File: src/rtl/serial_operand_loader_if.sv
// serial_operand_loader_if: parallel operand handshake plus serial bit-pair stream
interface serial_operand_loader_if #(parameter int WIDTH = 4);
  logic in_valid, in_ready;
  logic [WIDTH-1:0] in_a, in_b;
  logic bit_valid, bit_ready, bit_a, bit_b, bit_first, bit_last, busy;
  modport master (
    output in_valid, in_a, in_b, bit_ready,
    input  in_ready, bit_valid, bit_a, bit_b, bit_first, bit_last, busy
  );
  modport slave (
    input  in_valid, in_a, in_b, bit_ready,
    output in_ready, bit_valid, bit_a, bit_b, bit_first, bit_last, busy
  );
endinterface

File: src/rtl/serial_operand_loader.sv
// serial_operand_loader: buffers one operand pair and streams pairs LSB-first as bit frames
module serial_operand_loader #(parameter int WIDTH = 4) (
  input logic clk,
  input logic reset,
  serial_operand_loader_if.slave bus
);
  localparam int CW = $clog2(WIDTH);
  localparam logic [CW-1:0] LAST = CW'(WIDTH - 1);
  typedef enum logic {IDLE, SHIFT} state_t;
  state_t state;
  logic [WIDTH-1:0] sa, sb, pend_a, pend_b;
  logic [CW-1:0] cnt;
  logic pend_valid, acc, xfer, last;
  always_comb begin
    bus.in_ready = reset & ~pend_valid;
    bus.bit_valid = state == SHIFT;
    bus.bit_a = sa[0];
    bus.bit_b = sb[0];
    bus.bit_first = bus.bit_valid & (cnt == '0);
    bus.bit_last = bus.bit_valid & (cnt == LAST);
    bus.busy = bus.bit_valid | pend_valid;
    acc = bus.in_valid & bus.in_ready;
    xfer = bus.bit_valid & bus.bit_ready;
    last = xfer & bus.bit_last;
  end
  always_ff @(posedge clk or negedge reset)
    if (!reset) begin
      state <= IDLE;
      cnt <= '0;
      sa <= '0;
      sb <= '0;
      pend_a <= '0;
      pend_b <= '0;
      pend_valid <= 1'b0;
    end else if (state == IDLE) begin
      if (acc) begin
        sa <= bus.in_a;
        sb <= bus.in_b;
        cnt <= '0;
        state <= SHIFT;
      end
    end else if (last) begin
      cnt <= '0;
      sa <= pend_valid ? pend_a : acc ? bus.in_a : '0;
      sb <= pend_valid ? pend_b : acc ? bus.in_b : '0;
      pend_valid <= 1'b0;
      if (!pend_valid && !acc) state <= IDLE;
    end else begin
      if (xfer) begin
        sa <= sa >> 1;
        sb <= sb >> 1;
        cnt <= cnt + 1'b1;
      end
      if (acc) begin
        pend_a <= bus.in_a;
        pend_b <= bus.in_b;
        pend_valid <= 1'b1;
      end
    end
endmodule

File: src/flat_wrapper.sv
// flat-port wrapper written by rule: the top's interface ports become plain ports
module serial_operand_loader_flat 
#(parameter int WIDTH = 4)
  (clk, reset, bus_in_valid, bus_in_a, bus_in_b, bus_bit_ready, bus_in_ready, bus_bit_valid, bus_bit_a, bus_bit_b, bus_bit_first, bus_bit_last, bus_busy);
  serial_operand_loader_if #(.WIDTH(WIDTH)) bus_i ();
  input logic clk;
  input logic reset;
  input wire logic [$bits(bus_i.in_valid)-1:0] bus_in_valid;
  input wire logic [$bits(bus_i.in_a)-1:0] bus_in_a;
  input wire logic [$bits(bus_i.in_b)-1:0] bus_in_b;
  input wire logic [$bits(bus_i.bit_ready)-1:0] bus_bit_ready;
  output wire logic [$bits(bus_i.in_ready)-1:0] bus_in_ready;
  output wire logic [$bits(bus_i.bit_valid)-1:0] bus_bit_valid;
  output wire logic [$bits(bus_i.bit_a)-1:0] bus_bit_a;
  output wire logic [$bits(bus_i.bit_b)-1:0] bus_bit_b;
  output wire logic [$bits(bus_i.bit_first)-1:0] bus_bit_first;
  output wire logic [$bits(bus_i.bit_last)-1:0] bus_bit_last;
  output wire logic [$bits(bus_i.busy)-1:0] bus_busy;
  assign bus_i.in_valid = bus_in_valid;
  assign bus_i.in_a = bus_in_a;
  assign bus_i.in_b = bus_in_b;
  assign bus_i.bit_ready = bus_bit_ready;
  assign bus_in_ready = bus_i.in_ready;
  assign bus_bit_valid = bus_i.bit_valid;
  assign bus_bit_a = bus_i.bit_a;
  assign bus_bit_b = bus_i.bit_b;
  assign bus_bit_first = bus_i.bit_first;
  assign bus_bit_last = bus_i.bit_last;
  assign bus_busy = bus_i.busy;
  serial_operand_loader #(.WIDTH(WIDTH)) u_core (.clk(clk), .reset(reset), .bus(bus_i));
endmodule
File: config.mk
export PLATFORM = sky130hd
export DESIGN_NAME = serial_operand_loader_flat
export DESIGN_NICKNAME = d
export VERILOG_FILES = /design/src/rtl/serial_operand_loader_if.sv /design/src/rtl/serial_operand_loader.sv /design/src/flat_wrapper.sv
export SDC_FILE = /design/constraint.sdc
export NUM_CORES = 1
export LEC_CHECK = 0
export ABC_AREA = 0
export BUFFER_PORTS_ARGS = -buffer_cell sky130_fd_sc_hd__buf_2
export CAP_MARGIN = 20
export CORE_MARGIN = 4
export CORE_UTILIZATION = 30
export CTS_CLUSTER_SIZE = 28
export DETAILED_ROUTE_END_ITERATION = 10
export GPL_ROUTABILITY_DRIVEN = 0
export PLACE_DENSITY_LB_ADDON = 0.25
export SKIP_CTS_REPAIR_TIMING = 1
export SYNTH_ARGS = -nofsm -noshare
export SYNTH_HDL_FRONTEND = slang
export SYNTH_SLANG_ARGS = --single-unit
File: constraint.sdc
create_clock -name clk -period 3.5 [get_ports clk]
set_input_delay 0.175 -clock clk [delete_from_list [all_inputs] [get_ports clk]]
set_output_delay 0.175 -clock clk [all_outputs]
set_load 0.05 [all_outputs]
==> impl_metrics.py <==
metrics = {
    "outcome": {
        "status": "finished, final reports clean",
    },
    "global_route": {
        "grt_start_max_net_pins": 19,
        "antenna_found_initial": 0,
        "grt_pass1_wl_um": 4436,
        "globalRouteTotalUtil": 0.1119,
        "grt_pass1_vias": 854,
        "grt_overflow": 0,
    },
    "die": {
        "initial_core_util": 0.3222,
        "core_area_um2": 3468,
        "die_h_um": 69.03,
        "die-area_um2": 4764,
        "row_count": 21,
        "ios": 19,
        "dieWidth_um": 69.03,
    },
    "power": {
        "pwr_density_cell_nw_per_um2": 905.9,
        "ir_drop_mv": 0.3272,
        "leakage_nw": 0.5902,
    },
    "synthesis": {
        "synth_seq_cells": 20,
        "yosysSeqAreaShare": 0.4479,
        "synth_cell_types": 28,
        "postSynthCellCount": 107,
        "ys_warn_count": 0,
        "netlist_area_um2": 1117,
        "syn_avg_cell_area_um2": 10.44,
        "synth_nets": 121,
    },
    "clocking": {
        "cts.reportedPaths.clkPinSlew_ps": 80,
        "clockRootBuffer": "clkbuf_8",
        "htree_levels": 1,
        "clk_latency_ps": 260,
        "cts_tree": "yes",
        "clock-sinks": 20,
        "cts_buffer_depth": 2,
        "cts_buffers": 3,
    },
    "drt": {
        "firstDrtPassIters": 4,
        "vias": 874,
        "drc": 0,
        "antenna_left": 0,
        "routed_wl_um": 2583,
        "drtIter0Drc": 62,
        "avgRoutedWirePerCell_um": 15.19,
        "via_per_inst": 5.141,
    },
    "timing": {
        "worst_slew_pin_slew_ps": 949.5,
        "rsz0062_at_grt": "false",
        "setup_viol": 0,
        "hold_ws_ps": 155.3,
        "slew_headroom": 0.3579,
        "fmax_mhz": 466.1,
        "slew_violations": 0,
        "final_hold_viol_count": 0,
        "min_period_over_period": 0.6129,
        "totalNegativeSetupSlack_ps": 0,
        "period_minus_slack_ps": 2145,
        "skew_ps": 6.171,
    },
    "worst_setup_path": {
        "start_kind": "register",
        "cp.required_ps": 3640,
        "crit_type": "reg2reg",
        "arrival_ps": 2290,
        "crit_fanout": 17,
        "worstSetupEndpointType": "register",
    },
    "place": {
        "hpwlAfterDp_um": 1769,
        "port_buffers": 18,
    },
    "finish": {
        "drive_above_1_share": 0.2742,
        "final_util": 0.3810,
        "antenna_cells": 0,
        "area_growth_pct": 18.25,
        "final_nets": 139,
    },
    "flow_run": {
        "drv_cap": 0,
    },
    "hold_path": {
        "hp-class": "in2reg",
    },
}
[where the power goes]
| group | total (W) | internal (W) | switching, W | leakage (nW) |
|---|---|---|---|---|
| sequential | 0.000447 | 0.000344 | 0.000103 | 0.230 |
| combinational | 0.000520 | 0.000219 | 0.000301 | 0.325 |
| clock | 0.000230 | 0.000153 | 0.0000777 | 0.0357 |
[worst max-delay path: stages (launching register included)]
cell and delay [ps]:
dfrtp_1 410, ha_1 390, nand2_1 140, nand4bb_1 570, mux2_4 510
[synth_stat cells]
master / n / area share
dfrtp_1: 20 / 0.45
o21ai_0: 15 / 0.067
mux2_4: 8 / 0.11
a21boi_0: 6 / 0.040
a31oi_1: 6 / 0.034
and4_1: 6 / 0.047
nand2_1: 6 / 0.020
nor3_1: 6 / 0.027
a21oi_1: 4 / 0.018
inv_1: 4 / 0.013
and2_1: 3 / 0.017
buf_2: 2 / 0.0090
clkbuf_1: 2 / 0.0067
clkbuf_2: 2 / 0.0090
ha_1: 2 / 0.022
nand4b_1: 2 / 0.016
o22a_1: 2 / 0.016
and4b_1: 1 / 0.0090
buf_6: 1 / 0.010
mux2i_1: 1 / 0.0090
nand2_2: 1 / 0.0056
nand3_1: 1 / 0.0045
nand3b_1: 1 / 0.0067
nand4bb_1: 1 / 0.010
nor2b_1: 1 / 0.0056
nor4bb_1: 1 / 0.0090
o21ai_2: 1 / 0.0078
or2_1: 1 / 0.0056
[metal layers]
metal	global-route usage	up-vias	share of wire
met3	0.04215	0	0.065
met2	0.1568	30	0.43
li1	-	428	-
met4	0.006508	0	0
met5	0	-	0
met1	0.1697	416	0.50
[through the flow]
step	worst slack (ps)	instance area [µm²]	total power [W]	std cells
after global routing	1164	1321	0.001283	170
after detailed placement	1381	1240	0.0009708	165
final	1355	1321	0.001197	170
after floorplan	1779	1117	0.0008458	107
after CTS	1357	1311	0.001206	169
after global placement	1198	1234	0.0009561	165
[path summary, 6_finish.rpt]
path	from	endpoint	slack, ps	cells after the start
setup / recovery	u_core.cnt[0]$_DFFE_PN0P_	u_core.pend_b[3]$_DFFE_PN0P_	1350	4
hold / removal	bus_in_b[1]	u_core.pend_b[1]$_DFFE_PN0P_	160	2
setup reg to reg	u_core.cnt[0]$_DFFE_PN0P_	u_core.pend_b[3]$_DFFE_PN0P_	1350	4
hold reg to reg	u_core.sa[3]$_DFFE_PN0P_	u_core.sa[3]$_DFFE_PN0P_	510	1
max in group asynchronous	reset	u_core.pend_b[2]$_DFFE_PN0P_	2690	3
min in group asynchronous	reset	u_core.bus.bit_valid$_DFF_PN0_	320	2
[sequential cells by signal (all words and copies together) (netlist names)]
name and flops:
u_core.pend_a 4, u_core.pend_b 4, u_core.sa 4, u_core.sb 4, u_core.cnt 2, u_core.bus.bit_valid 1, u_core.pend_valid 1
[cells by family (layout without fill, tap and decap cells)]
| group | count (synthesis) | in the layout | share of synthesized area |
|---|---|---|---|
| AOI/OAI and AO/OA | 34 | 34 | 0.1825 |
| and+or+nand+nor | 31 | 31 | 0.1825 |
| DFF | 20 | 20 | 0.4479 |
| buffers and inverters | 11 | 28 | 0.04815 |
| muxes | 9 | 9 | 0.1165 |
| adders and majority gates | 2 | 2 | 0.02239 |
[area by class of cell]
| cell class | instances | area (µm²) |
|---|---|---|
| Sequential cell | 20 | 500.5 |
| Clock buffer | 3 | 41.29 |
| Fill cell | 361 | 2147 |
| Inverter | 4 | 15.01 |
| Clock inverter | 1 | 30.03 |
| Tap cell | 46 | 57.56 |
| Multi-Input combinational cell | 76 | 569.3 |
| Timing Repair Buffer | 20 | 107.6 |
[layout by cell type (no fill, tap or decap), types with 6 or more instances in the layout]
cell      netlist  routed
dfrtp_1        20      20
buf_2           2      18
o21ai_0        15      15
mux2_4          8       8
nand2_1         6       6
a21boi_0        6       6
and4_1          6       6
nor3_1          6       6
a31oi_1         6       6
Power figures use the tool's default switching activity.
